$ cat config.mk
export PLATFORM = sky130hd
export DESIGN_NAME = serial_clk_gen_flat
export DESIGN_NICKNAME = d
export VERILOG_FILES = /design/src/rtl/serial_clk_pkg.sv /design/src/rtl/serial_clk_gen_if.sv /design/src/rtl/clk_half_timer.sv /design/src/rtl/serial_clk_gen.sv /design/src/flat_wrapper.sv
export SDC_FILE = /design/constraint.sdc
export NUM_CORES = 1
export LEC_CHECK = 0
export CAP_MARGIN = 10
export CORE_MARGIN = 2
export CORE_UTILIZATION = 61
export CTS_BUF_LIST = sky130_fd_sc_hd__clkbuf_8
export CTS_CLUSTER_SIZE = 8
export DETAILED_ROUTE_END_ITERATION = 10
export PLACE_DENSITY = 0.93
export REMOVE_ABC_BUFFERS = 1
export SLEW_MARGIN = 15
export SYNTH_ARGS = -nofsm -noshare
export SYNTH_HDL_FRONTEND = slang
export SYNTH_SLANG_ARGS = --single-unit
$ cat constraint.sdc
create_clock -name clk -period 4.2 [get_ports clk]
set_input_delay 0.42 -clock clk [delete_from_list [all_inputs] [get_ports clk]]
set_output_delay 0.42 -clock clk [all_outputs]
set_load 0.01 [all_outputs]
$ cat src/rtl/serial_clk_pkg.sv
// Shared types and default widths for the serial clock generator.
package serial_clk_pkg;

    localparam int unsigned DEF_DIV_W  = 8;
    localparam int unsigned DEF_CNT_W  = 8;
    localparam int unsigned DEF_WAIT_W = 10;

    typedef enum logic [1:0] {
        ST_IDLE  = 2'd0,
        ST_RUN   = 2'd1,
        ST_GUARD = 2'd2
    } state_t;

endpackage

$ cat src/rtl/serial_clk_gen_if.sv
// Control/status bundle between a burst requester and serial_clk_gen.
interface serial_clk_gen_if
    import serial_clk_pkg::*;
#(
    parameter int unsigned DIV_W  = DEF_DIV_W,
    parameter int unsigned CNT_W  = DEF_CNT_W,
    parameter int unsigned WAIT_W = DEF_WAIT_W
);
    logic [DIV_W-1:0]  cfg_half_div;
    logic              cfg_cpol;
    logic              cfg_cpha;
    logic [CNT_W-1:0]  burst_len;
    logic [WAIT_W-1:0] wait_len;
    logic              start;
    logic              abort;
    logic              ready;
    logic              busy;
    logic              sck;
    logic              shift_stb;
    logic              sample_stb;
    logic              done;
    logic [CNT_W-1:0]  period_idx;

    modport master (
        output cfg_half_div, cfg_cpol, cfg_cpha, burst_len, wait_len, start, abort,
        input  ready, busy, sck, shift_stb, sample_stb, done, period_idx
    );

    modport slave (
        input  cfg_half_div, cfg_cpol, cfg_cpha, burst_len, wait_len, start, abort,
        output ready, busy, sck, shift_stb, sample_stb, done, period_idx
    );

endinterface

$ cat src/rtl/clk_half_timer.sv
// Free-running half-period counter; tc is high on the cycle the count equals limit.
module clk_half_timer #(
    parameter int unsigned W = 8
) (
    input  logic         clk,
    input  logic         rst_n,
    input  logic         clear,
    input  logic         en,
    input  logic [W-1:0] limit,
    output logic         tc
);

    logic [W-1:0] cnt;

    assign tc = en && (cnt == limit);

    always_ff @(posedge clk) begin
        if (!rst_n || clear) begin
            cnt <= '0;
        end else if (en) begin
            cnt <= tc ? '0 : cnt + 1'b1;
        end
    end

endmodule

$ cat src/rtl/serial_clk_gen.sv
// Burst serial-clock generator with CPOL/CPHA strobes, optional guard interval and abort.
module serial_clk_gen
    import serial_clk_pkg::*;
#(
    parameter int unsigned DIV_W  = DEF_DIV_W,
    parameter int unsigned CNT_W  = DEF_CNT_W,
    parameter int unsigned WAIT_W = DEF_WAIT_W
) (
    input logic              clk,
    input logic              rst_n,
    serial_clk_gen_if.slave  bus
);

    state_t            state;
    logic [DIV_W-1:0]  half_div_q;
    logic              cpol_q;
    logic              cpha_q;
    logic [CNT_W-1:0]  burst_q;
    logic [WAIT_W-1:0] wait_q;
    logic [WAIT_W:0]   guard_cnt;
    logic [WAIT_W:0]   guard_last;
    logic              lead_pend;
    logic              ready_q;
    logic              busy_q;
    logic              sck_q;
    logic              shift_q;
    logic              sample_q;
    logic              done_q;
    logic [CNT_W-1:0]  period_idx_q;
    logic              tmr_clear;
    logic              tmr_en;
    logic              tmr_tc;

    assign tmr_clear  = (state == ST_IDLE) || bus.abort;
    assign tmr_en     = (state != ST_IDLE);
    // Guard counts half periods, so it ends after 2*wait_len timer expiries.
    assign guard_last = {wait_q, 1'b0} - 1'b1;

    clk_half_timer #(
        .W(DIV_W)
    ) u_timer (
        .clk   (clk),
        .rst_n (rst_n),
        .clear (tmr_clear),
        .en    (tmr_en),
        .limit (half_div_q),
        .tc    (tmr_tc)
    );

    always_ff @(posedge clk) begin
        if (!rst_n) begin
            state        <= ST_IDLE;
            half_div_q   <= '0;
            cpol_q       <= 1'b0;
            cpha_q       <= 1'b0;
            burst_q      <= '0;
            wait_q       <= '0;
            guard_cnt    <= '0;
            lead_pend    <= 1'b1;
            ready_q      <= 1'b1;
            busy_q       <= 1'b0;
            sck_q        <= bus.cfg_cpol;
            shift_q      <= 1'b0;
            sample_q     <= 1'b0;
            done_q       <= 1'b0;
            period_idx_q <= '0;
        end else begin
            shift_q  <= 1'b0;
            sample_q <= 1'b0;
            done_q   <= 1'b0;
            if (bus.abort) begin
                state   <= ST_IDLE;
                ready_q <= (state == ST_IDLE);
                busy_q  <= 1'b0;
                sck_q   <= bus.cfg_cpol;
            end else begin
                case (state)
                    ST_IDLE: begin
                        ready_q <= 1'b1;
                        sck_q   <= bus.cfg_cpol;
                        if (bus.start && ready_q) begin
                            half_div_q   <= bus.cfg_half_div;
                            cpol_q       <= bus.cfg_cpol;
                            cpha_q       <= bus.cfg_cpha;
                            burst_q      <= bus.burst_len;
                            wait_q       <= bus.wait_len;
                            guard_cnt    <= '0;
                            lead_pend    <= 1'b1;
                            period_idx_q <= '0;
                            state        <= ST_RUN;
                            ready_q      <= 1'b0;
                            busy_q       <= 1'b1;
                            shift_q      <= !bus.cfg_cpha;
                        end
                    end
                    ST_RUN: begin
                        if (tmr_tc) begin
                            sck_q     <= ~sck_q;
                            lead_pend <= ~lead_pend;
                            if (lead_pend) begin
                                if (cpha_q) shift_q  <= 1'b1;
                                else        sample_q <= 1'b1;
                            end else begin
                                if (cpha_q) sample_q <= 1'b1;
                                if (period_idx_q == burst_q) begin
                                    state  <= (wait_q != '0) ? ST_GUARD : ST_IDLE;
                                    busy_q <= (wait_q != '0);
                                    done_q <= (wait_q == '0);
                                end else begin
                                    period_idx_q <= period_idx_q + 1'b1;
                                    if (!cpha_q) shift_q <= 1'b1;
                                end
                            end
                        end
                    end
                    ST_GUARD: begin
                        if (tmr_tc) begin
                            if (guard_cnt == guard_last) begin
                                state  <= ST_IDLE;
                                busy_q <= 1'b0;
                                done_q <= 1'b1;
                            end else begin
                                guard_cnt <= guard_cnt + 1'b1;
                            end
                        end
                    end
                    default: state <= ST_IDLE;
                endcase
            end
        end
    end

    assign bus.ready      = ready_q;
    assign bus.busy       = busy_q;
    assign bus.sck        = sck_q;
    assign bus.shift_stb  = shift_q;
    assign bus.sample_stb = sample_q;
    assign bus.done       = done_q;
    assign bus.period_idx = period_idx_q;

endmodule

$ cat src/flat_wrapper.sv
// flat-port wrapper written by rule: the top's interface ports become plain ports
module serial_clk_gen_flat import serial_clk_pkg::*;
#(
    parameter int unsigned DIV_W  = DEF_DIV_W,
    parameter int unsigned CNT_W  = DEF_CNT_W,
    parameter int unsigned WAIT_W = DEF_WAIT_W
)
  (clk, rst_n, bus_cfg_half_div, bus_cfg_cpol, bus_cfg_cpha, bus_burst_len, bus_wait_len, bus_start, bus_abort, bus_ready, bus_busy, bus_sck, bus_shift_stb, bus_sample_stb, bus_done, bus_period_idx);
  serial_clk_gen_if #(.DIV_W(DIV_W), .CNT_W(CNT_W), .WAIT_W(WAIT_W)) bus_i ();
  input logic clk;
  input logic rst_n;
  input wire logic [$bits(bus_i.cfg_half_div)-1:0] bus_cfg_half_div;
  input wire logic [$bits(bus_i.cfg_cpol)-1:0] bus_cfg_cpol;
  input wire logic [$bits(bus_i.cfg_cpha)-1:0] bus_cfg_cpha;
  input wire logic [$bits(bus_i.burst_len)-1:0] bus_burst_len;
  input wire logic [$bits(bus_i.wait_len)-1:0] bus_wait_len;
  input wire logic [$bits(bus_i.start)-1:0] bus_start;
  input wire logic [$bits(bus_i.abort)-1:0] bus_abort;
  output wire logic [$bits(bus_i.ready)-1:0] bus_ready;
  output wire logic [$bits(bus_i.busy)-1:0] bus_busy;
  output wire logic [$bits(bus_i.sck)-1:0] bus_sck;
  output wire logic [$bits(bus_i.shift_stb)-1:0] bus_shift_stb;
  output wire logic [$bits(bus_i.sample_stb)-1:0] bus_sample_stb;
  output wire logic [$bits(bus_i.done)-1:0] bus_done;
  output wire logic [$bits(bus_i.period_idx)-1:0] bus_period_idx;
  assign bus_i.cfg_half_div = bus_cfg_half_div;
  assign bus_i.cfg_cpol = bus_cfg_cpol;
  assign bus_i.cfg_cpha = bus_cfg_cpha;
  assign bus_i.burst_len = bus_burst_len;
  assign bus_i.wait_len = bus_wait_len;
  assign bus_i.start = bus_start;
  assign bus_i.abort = bus_abort;
  assign bus_ready = bus_i.ready;
  assign bus_busy = bus_i.busy;
  assign bus_sck = bus_i.sck;
  assign bus_shift_stb = bus_i.shift_stb;
  assign bus_sample_stb = bus_i.sample_stb;
  assign bus_done = bus_i.done;
  assign bus_period_idx = bus_i.period_idx;
  serial_clk_gen #(.DIV_W(DIV_W), .CNT_W(CNT_W), .WAIT_W(WAIT_W)) u_core (.clk(clk), .rst_n(rst_n), .bus(bus_i));
endmodule
* Word level (Yosys, flattened, before mapping) *
Index checks and enable logic that the tools add are counted.

word-level totals
  bits in registers = 63
  bits of input ports = 32
  output and inout bits = 14
  word-level logic and storage cells = 111

operators by class
  $add $sub $neg = 4
  eq/ne operators = 15
  multiplexer cells = 48
  bitwise gates (word level) = 6
  reduce and logical (&&, ||, !) cells = 23

operators with widths
  cell                     count
  $mux W8                  5
  $mux W11                 3
  $mux W1                  25
  $pmux W11 S2             1
  $add A8 B1 Y8 const B    2
  $eq A8 B8 Y1             2
  $pmux W8 S2              1
  $mux W2                  7
  $ne A2 B2 Y1 const B     6
  $reduce_and A6 Y1        2
  $add A11 B1 Y11 const B  1
  $eq A11 B11 Y1           1
  $sub A11 B1 Y11 const B  1
  $logic_not A10 Y1        1
  $reduce_bool A10 Y1      1
  $pmux W1 S2              4
  $reduce_bool A2 Y1       4
  $reduce_and A7 Y1        1
  $not A1 Y1               6
  $pmux W2 S3              1
  $reduce_and A5 Y1        1
  $ne A2 B1 Y1 const B     2
  $ne A4 B1 Y1 const B     1
  $ne A4 B4 Y1 const B     1
  13 further kinds         16

* Longest topological paths before layout *
Gate-level depths: netlist of run 1.

  depth in word-level cells = 6
  depth in mapped cells = 10
  depth with buffers taken out = 9

* Modules after synthesis *
From an unflattened synthesis of run 1, not the netlist that was laid out.

second synthesis, totals
  cell total of the unflattened synthesis = 417
  area total of the unflattened synthesis = 3,390.8 um2

modules (own cells, without submodules)
  module          times used  cells an instance  area an instance (um2)  sequential area each (um2)
  serial_clk_gen  1           365                2,924.1                 1,111.1
  clk_half_timer  1           52                 466.7                   160.2

* Least setup slack after synthesis of run 1 *
OpenSTA, ideal clock, no wires.

  path kind = register to register
  start point = register u_core.wait_q[0]
  end point = register u_core.busy_q (netlist: u_core.bus.busy)
  arrival time = 2.343 ns
  slack = 1.787 ns
  stages on the path, launching flop included = 10
  buffers on the path = 1
  clock period less this slack = 2.413 ns
  cells stage by stage = dfxtp_1 -> inv_1 -> ha_1 -> clkbuf_2 -> and3_2 -> o21ai_0 -> a31oi_4 -> o31a_1 -> or4_1 -> a21oi_1

between the ends
  longest elaborated chain between the ends = 5

ends and longest elaborated chain
  element                                                  RTL line               RTL
  start, declared                                          serial_clk_gen.sv:19   logic [WAIT_W-1:0] wait_q;
  start signal, assigned                                   serial_clk_gen.sv:86   wait_q <= bus.wait_len;
  branches (longest 5 deep; another with $sub A11 B1 Y11)  -
  end signal, assigned                                     serial_clk_gen.sv:107  busy_q <= (wait_q != '0);
  end, declared                                            serial_clk_gen.sv:24   logic busy_q;

Parallel ways; which one is timed is not known. The select of a mux whose other input is x is not followed.
A chain may end at the register's enable or synchronous reset.

* Worst setup path in the final report of run 1 *
Same ends and word-level chain as after synthesis.

==> results.py, run 1 <==
metrics = {
    "sta": {
        "rsz0062_at_grt": "false",
        "fin_tns_setup_ns": 0,
        "finClkSkew_ns": 0.01107,
        "hold_viol": 0,
        "slew_headroom_pct": 28.80,
        "setup_viol": 0,
        "slew_viol_final": 0,
        "max_freq_ghz": 0.3752,
        "tightest_slew_ns": 1.068,
        "period_minus_slack_ns": 2.665,
        "setup_ws_ns": 1.535,
        "finalCritPeriodShare_pct": 63.46,
    },
    "floorplanning": {
        "die_h_microns": 78.27,
        "initial_core_util_pct": 62.25,
        "die_x_microns": 78.27,
        "io_pins": 46,
        "die_area_sq_um": 6125,
        "rows": 27,
        "core_area_sq_um": 5405,
    },
    "yosys": {
        "async_flop_share_pct": 0,
        "ys.flop_type": "dfxtp_1",
        "yosysWarnings": 0,
        "synth_area_sq_um": 3364,
        "synth_area_leader_cell": "dfxtp_1",
        "synth_cell_type_count": 49,
        "yosys.area.top_type_share_pct": 36.89,
        "ys_seq_elements": 63,
        "synth-seq-area-share_pct": 37.78,
        "ys_top_cells_by_area": "dfxtp_1 (37%), nand2_1 (9.7%), xor2_1 (7.8%)",
        "syn_avg_cell_area_sq_um": 8.049,
        "synth-edff-count": 1,
        "synth_cells": 418,
    },
    "clock_tree": {
        "htree_levels": 3,
        "numCtsBuffers": 9,
        "cts-hold-fix-buffers": 0,
        "clock_tree.root_cell": "clkbuf_8",
        "clockBufferDepth": 2,
        "cts_setup_buffers": 0,
        "cts_tree": "built",
        "worstSkewPairLatency_ns": 0.35,
        "clock-sinks": 63,
        "cts_resized": 0,
        "path_clk_slew_ns": 0.07,
    },
    "place": {
        "pre_cts_slack_ns": 1.654,
        "routabilityCongestion": 0.9015,
        "dp_hpwl_microns": 5599,
        "post_dp_cell_area_sq_um": 3841,
        "io_buffers": 45,
        "place_inst": 516,
    },
    "detailed_routing": {
        "wl_microns": 8076,
        "ant_nets": 0,
        "vias": 3125,
        "drtIter0Drc": 144,
        "drc": 0,
        "wl_per_cell_microns": 15.18,
        "first_pass_iters": 5,
        "viasPerCell": 5.874,
    },
    "pwr": {
        "p_sw_w": 0.0003528,
        "power.density_nw_per_um2": 334.6,
        "p_int_w": 0.001000,
        "p_sw_share_pct": 26.08,
        "seqPwrFrac_pct": 46.9,
        "power_frac_comb_pct": 13.0,
        "peakVddDrop_mv": 0.2295,
        "pwr-share-clk_pct": 40.1,
        "p_leak_nw": 1.547,
    },
    "setup_path": {
        "setup.worst_path.start_class": "flip-flop",
        "crit_type": "reg -> reg",
        "cp_data_arrival_time_ns": 2.94,
        "crit_path_end_kind": "flip-flop",
        "crit_required_ns": 4.47,
        "worst-path-max-fanout": 6,
    },
    "grt": {
        "overflow": 0,
        "antenna_found_initial": 0,
        "track_usage_pct": 27.50,
        "grt_start_max_net_pins": 43,
        "grt_pass1_vias": 3029,
        "grt_pass1_wl_microns": 13460,
    },
    "final_layout": {
        "nFillCells": 394,
        "seqCellArea_sq_um": 1271,
        "fin_area_sq_um": 4043,
        "synthToLayoutAreaGrowth_pct": 20.16,
        "multi_input_area_sq_um": 1973,
        "diodes": 0,
        "drive_above_1_share_pct": 5.435,
        "layout.nets": 495,
        "finalNonFillerCells": 532,
    },
    "min_path": {
        "hp-class": "reg -> reg",
    },
    "outcome": {
        "status": "complete, no violations",
    },
    "job": {
        "max_cap_viol_count": 0,
    },
}
[layout by cell type, fill, tap and decap left out, types with 2 or more instances in the layout]
cell type        count
xnor2_1              7
or3_1                4
a211o_2              2
nor3_1               6
nand2_1             87
nand3_1             22
o31ai_1              3
nand3b_1             3
clkdlybuf4s50_1     45
nand4b_1             2
o21a_1               3
dfxtp_1             62
o211ai_1             5
nand4_1              9
o21ai_0             18
nand2b_1             4
buf_4                2
and3_1               4
nor2_1              22
xor2_1              30
nor4_1               4
or4_1                8
mux2i_1              2
o21bai_1             2
and2_1               4
inv_1               13
a21o_1               2
ha_1                 8
a211oi_1             2
nor2b_1              2
a21oi_1             14
a21boi_0            29
clkbuf_8            11
[worst paths after layout]
check	from	endpoint	slack (ns)	depth (start not counted)
max reg2reg	u_core.wait_q[0]	u_core.bus.busy	1.53	9
max	u_core.wait_q[0]	u_core.bus.busy	1.53	9
min reg2reg	u_core.burst_q[7]	u_core.burst_q[7]	0.48	2
min	u_core.burst_q[7]	u_core.burst_q[7]	0.48	2
[cell families after synthesis]
| kind of cell | share of synthesized area [%] |
|---|---|
| flip-flops | 37.78 |
| AO/OA/AOI/OAI | 18.11 |
| AND/OR/NAND/NOR | 27.26 |
| adder cells (fa/ha/maj) | 2.975 |
| XOR/XNOR | 9.632 |
| buffers and inverters | 3.644 |
| multiplexers | 0.5950 |
[layout make-up]
| cell class | instances | share of cell area (%) |
|---|---|---|
| multi-input combinational | 323 | 48.81 |
| clock buffer | 11 | 3.745 |
| inverter | 11 | 1.021 |
| sequential | 63 | 31.45 |
| clock inverter | 5 | 1.238 |
| timing repair buffer | 47 | 11.51 |
| tap | 72 | 2.228 |
[flip-flops by register name (all words and copies together) (netlist names), 2 cells and up]
register,count
u_core.guard_cnt,11
u_core.wait_q,10
u_core.burst_q,8
u_core.bus.period_idx,8
u_core.half_div_q,8
u_core.u_timer.cnt,8
u_core.state,2
[power by group through the flow]
| stage | Sequential [W] | Clock [W] | Combinational, W |
|---|---|---|---|
| 2_1_floorplan | 0.000645 | 0 | 0.000104 |
| 3_3_place_gp | 0.000646 | 0 | 0.000166 |
| 3_5_place_dp | 0.000647 | 0 | 0.000172 |
| 4_1_cts | 0.000634 | 0.000545 | 0.000175 |
| 5_1_grt | 0.000637 | 0.000566 | 0.000194 |
| 6_report | 0.000634 | 0.000543 | 0.000176 |
[cells in the mapped netlist (all sizes together) (2+ instances only)]
master / instances
a211o: 3
a211oi: 2
a21boi: 29
a21o: 3
a21oi: 14
a31oi: 2
and2: 4
and3: 5
buf: 2
clkbuf: 19
dfxtp: 62
ha: 8
inv: 11
mux2i: 2
nand2: 87
nand2b: 4
nand3: 22
nand3b: 3
nand4: 9
nand4b: 2
nor2: 23
nor2b: 2
nor3: 6
nor4: 5
o211ai: 5
o21a: 3
o21ai: 20
o21bai: 2
o31ai: 3
or3: 4
or4: 8
xnor2: 7
xor2: 30
[critical path, cell delays in order (launching register included)]
cell and delay, ns:
dfxtp_1 0.43, inv_1 0.09, ha_1 0.32, xor2_1 0.15
nand3_1 0.11, a211oi_1 0.27, o211ai_1 0.27, o31a_1 0.34
or4_1 0.50, a21oi_1 0.12
[metrics by stage]
step	utilization (%)	hold slack [ns]	total power (W)
floorplan	-	0.4474	0.0007488
global placement	71.06	0.4623	0.0008121
detailed placement	71.06	0.4680	0.0008191
CTS	74.79	0.4778	0.001354
global route	74.79	0.5032	0.001397
finish	74.79	0.4780	0.001353
[per-layer routing]
metal | track usage (%) | vias up | part of all wire (%)
met5 | 0 | - | 0
met4 | 14.56 | 0 | 2.9
met3 | 5.057 | 27 | 4.8
met2 | 48.71 | 106 | 51
met1 | 31.37 | 1467 | 41
li1 | - | 1525 | -
(Power assumes the default switching activity.)
==> inputs of run 2 (changes only) <==
CORE_UTILIZATION = 51   (was 61)
PLACE_DENSITY = 0.84   (was 0.93)
clock period = 2.28 ns   (was 4.2 ns; I/O delays follow)
==> run 2 against run 1 <==
  * The run now ends with negative setup slack left
  * Global-route usage shrank 2.4 points
  * Non-clock buffer count up 33
  * Register-to-register slack got worse by 1.6 ns
  * Fmax rose by 13%
  * First-iteration DRC count is 95% higher
  * Utilization is 5.6 points lower
  * Critical path type unchanged
==> results.py, run 2 (synthesized netlist as in run 1, its figures left out) <==
metrics = {
    "sta": {
        "setup_ws_ns": -0.08152,
        "rsz0062_at_grt": "true",
        "finalCritPeriodShare_pct": 103.6,
        "timing.hold.ws_ns": 0.4347,
        "setup_viol": 9,
        "finClkSkew_ns": 0.009852,
        "hold_viol": 0,
        "slew_headroom_pct": 68.53,
        "max_freq_ghz": 0.4235,
        "tightest_slew_ns": 0.4686,
        "slew_viol_final": 0,
        "period_minus_slack_ns": 2.362,
    },
    "detailed_routing": {
        "ant_nets": 0,
        "wl_met3_microns": 469,
        "drtIter0Drc": 281,
        "met1_length_microns": 3762,
        "first_pass_iters": 7,
        "wl_per_cell_microns": 15.41,
        "wl_microns": 8782,
        "wl_met2_microns": 4425,
        "drc": 0,
        "vias": 3277,
        "top_layer": "met4",
        "viasPerCell": 5.749,
    },
    "setup_path": {
        "crit_path_end_kind": "flip-flop",
        "critPathMaxStageDelay_ns": 0.50,
        "slowest_stage": "or4_1",
        "critPathMostFrequentCell": "buf_4",
        "crit_required_ns": 2.55,
        "cp_data_arrival_time_ns": 2.63,
        "worst-path-max-fanout": 4,
        "crit_buf_inv": 2,
        "reg2reg_depth": 9,
        "path_cells": "nor4_4 > buf_4 > a21oi_1 > a211o_2 > a31oi_4 > buf_4 > nor2_1 > or4_1 > o21ai_0",
        "setup.worst_path.start_class": "flip-flop",
        "crit_cells": 9,
        "crit_type": "reg -> reg",
        "crit_family": "simple AND/OR/NAND/NOR gates",
    },
    "grt": {
        "grt_start_max_net_pins": 30,
        "grt_pass1_vias": 3172,
        "track_usage_pct": 25.11,
        "antenna_found_initial": 0,
        "grt_pass1_wl_microns": 14670,
        "overflow": 0,
    },
    "pwr": {
        "p_leak_nw": 1.708,
        "p_sw_w": 0.0007119,
        "seqPwrFrac_pct": 45.3,
        "p_int_w": 0.001854,
        "power.density_nw_per_um2": 584.4,
        "p_sw_share_pct": 27.75,
        "pwr-share-clk_pct": 38.2,
        "power_frac_comb_pct": 16.4,
        "peakVddDrop_mv": 0.3806,
    },
    "floorplanning": {
        "die_area_sq_um": 7262,
        "initial_core_util_pct": 52.99,
        "io_pins": 46,
        "die_h_microns": 85.22,
        "rows": 29,
        "die_x_microns": 85.22,
        "core_area_sq_um": 6350,
    },
    "clock_tree": {
        "numCtsBuffers": 9,
        "cts-hold-fix-buffers": 0,
        "htree_levels": 3,
        "cts_tree": "built",
        "clockBufferDepth": 2,
        "worstSkewPairLatency_ns": 0.34,
        "clock_tree.root_cell": "clkbuf_8",
        "path_clk_slew_ns": 0.08,
        "clock-sinks": 63,
    },
    "final_layout": {
        "finalNonFillerCells": 570,
        "layout.nets": 528,
        "drive_above_1_share_pct": 16.43,
        "synthToLayoutAreaGrowth_pct": 30.49,
        "top_regs": "u_core.guard_cnt x11, u_core.wait_q x10",
        "final_common_cell": "nand2_1",
        "fin_area_sq_um": 4390,
        "largest_reg_flops": 11,
        "layout_common_cells": "nand2_1 (86), dfxtp_1 (57), clkdlybuf4s50_1 (45)",
        "diodes": 0,
        "top_register": "u_core.guard_cnt",
        "nFillCells": 479,
    },
    "min_path": {
        "hp-class": "in -> reg",
        "min_path_cells": 3,
    },
    "place": {
        "routabilityCongestion": 0.8815,
        "place_inst": 547,
        "io_buffers": 45,
        "post_dp_cell_area_sq_um": 4043,
        "dp_hpwl_microns": 5873,
    },
    "outcome": {
        "violations": "negative setup slack",
        "status": "finished with violations",
    },
    "job": {
        "max_cap_viol_count": 0,
    },
}
-- run 2: worst min-delay path: cells and delay by family --
kind | cells | cell delay [ns]
AO/OA/AOI/OAI | 1 | 0.06
buffers and inverters | 1 | 0.39
AND/OR/NAND/NOR | 1 | 0.05
-- run 2: power by group through the flow --
stage	sequential, W	combinational (W)	clock [W]
floorplan	0.00119	0.000191	0
global placement	0.00119	0.000348	0
detailed placement	0.00119	0.000358	0
CTS	0.00116	0.000379	0.000976
global route	0.00117	0.000459	0.00104
finish	0.00116	0.000422	0.000981
-- run 2: metrics by stage --
step                      util (%)  total power (W)    TNS, ns  setup slack (ns)
after detailed placement     63.67         0.001546    -0.1654          -0.09592
final                        69.14         0.002566    -0.4766          -0.08152
after global routing         69.14         0.002661     -1.105           -0.1463
after CTS                    67.74         0.002519  -0.008097         -0.008097
after floorplan                  -         0.001379     -2.895           -0.3671
after global placement       63.67         0.001534  -0.007012         -0.007012
-- run 2: what timing repair did --
action	CTS	global route
endpoints found under the setup margin	3	21
gates resized for setup	14	13
pin swaps	9	8
setup buffers	3	4
-- run 2: layout make-up --
type                    count  area [sq um]  area share, %
inverters                  11         41.29         0.9404
clock buffers               9         123.9          2.821
multi-input cells         323          2063          46.99
clock inverters             7         72.57          1.653
repair buffers             80         713.2          16.24
well taps                  77         96.34          2.194
flip-flops and latches     63          1280          29.15
-- run 2: final timing paths --
kind	from	endpoint	slack, ns
setup / recovery	u_core.wait_q[2]	u_core.guard_cnt[9]	-0.08
hold / removal	bus_burst_len[6]	u_core.burst_q[6]	0.43
setup reg to reg	u_core.wait_q[2]	u_core.guard_cnt[9]	-0.08
hold reg to reg	u_core.burst_q[3]	u_core.burst_q[3]	0.48
-- run 2: layer usage --
| metal | track usage, % | vias up |
|---|---|---|
| li1 | - | 1583 |
| met1 | 31.41 | 1560 |
| met2 | 43.89 | 118 |
| met3 | 4.183 | 16 |
| met4 | 8.225 | 0 |
| met5 | 0 | - |
==> inputs of run 3 (changes only) <==
CTS_CLUSTER_SIZE = default   (was 8)
==> results of run 3 <==
Same layout as run 2: the final DEF is identical, and so are final timing and power.
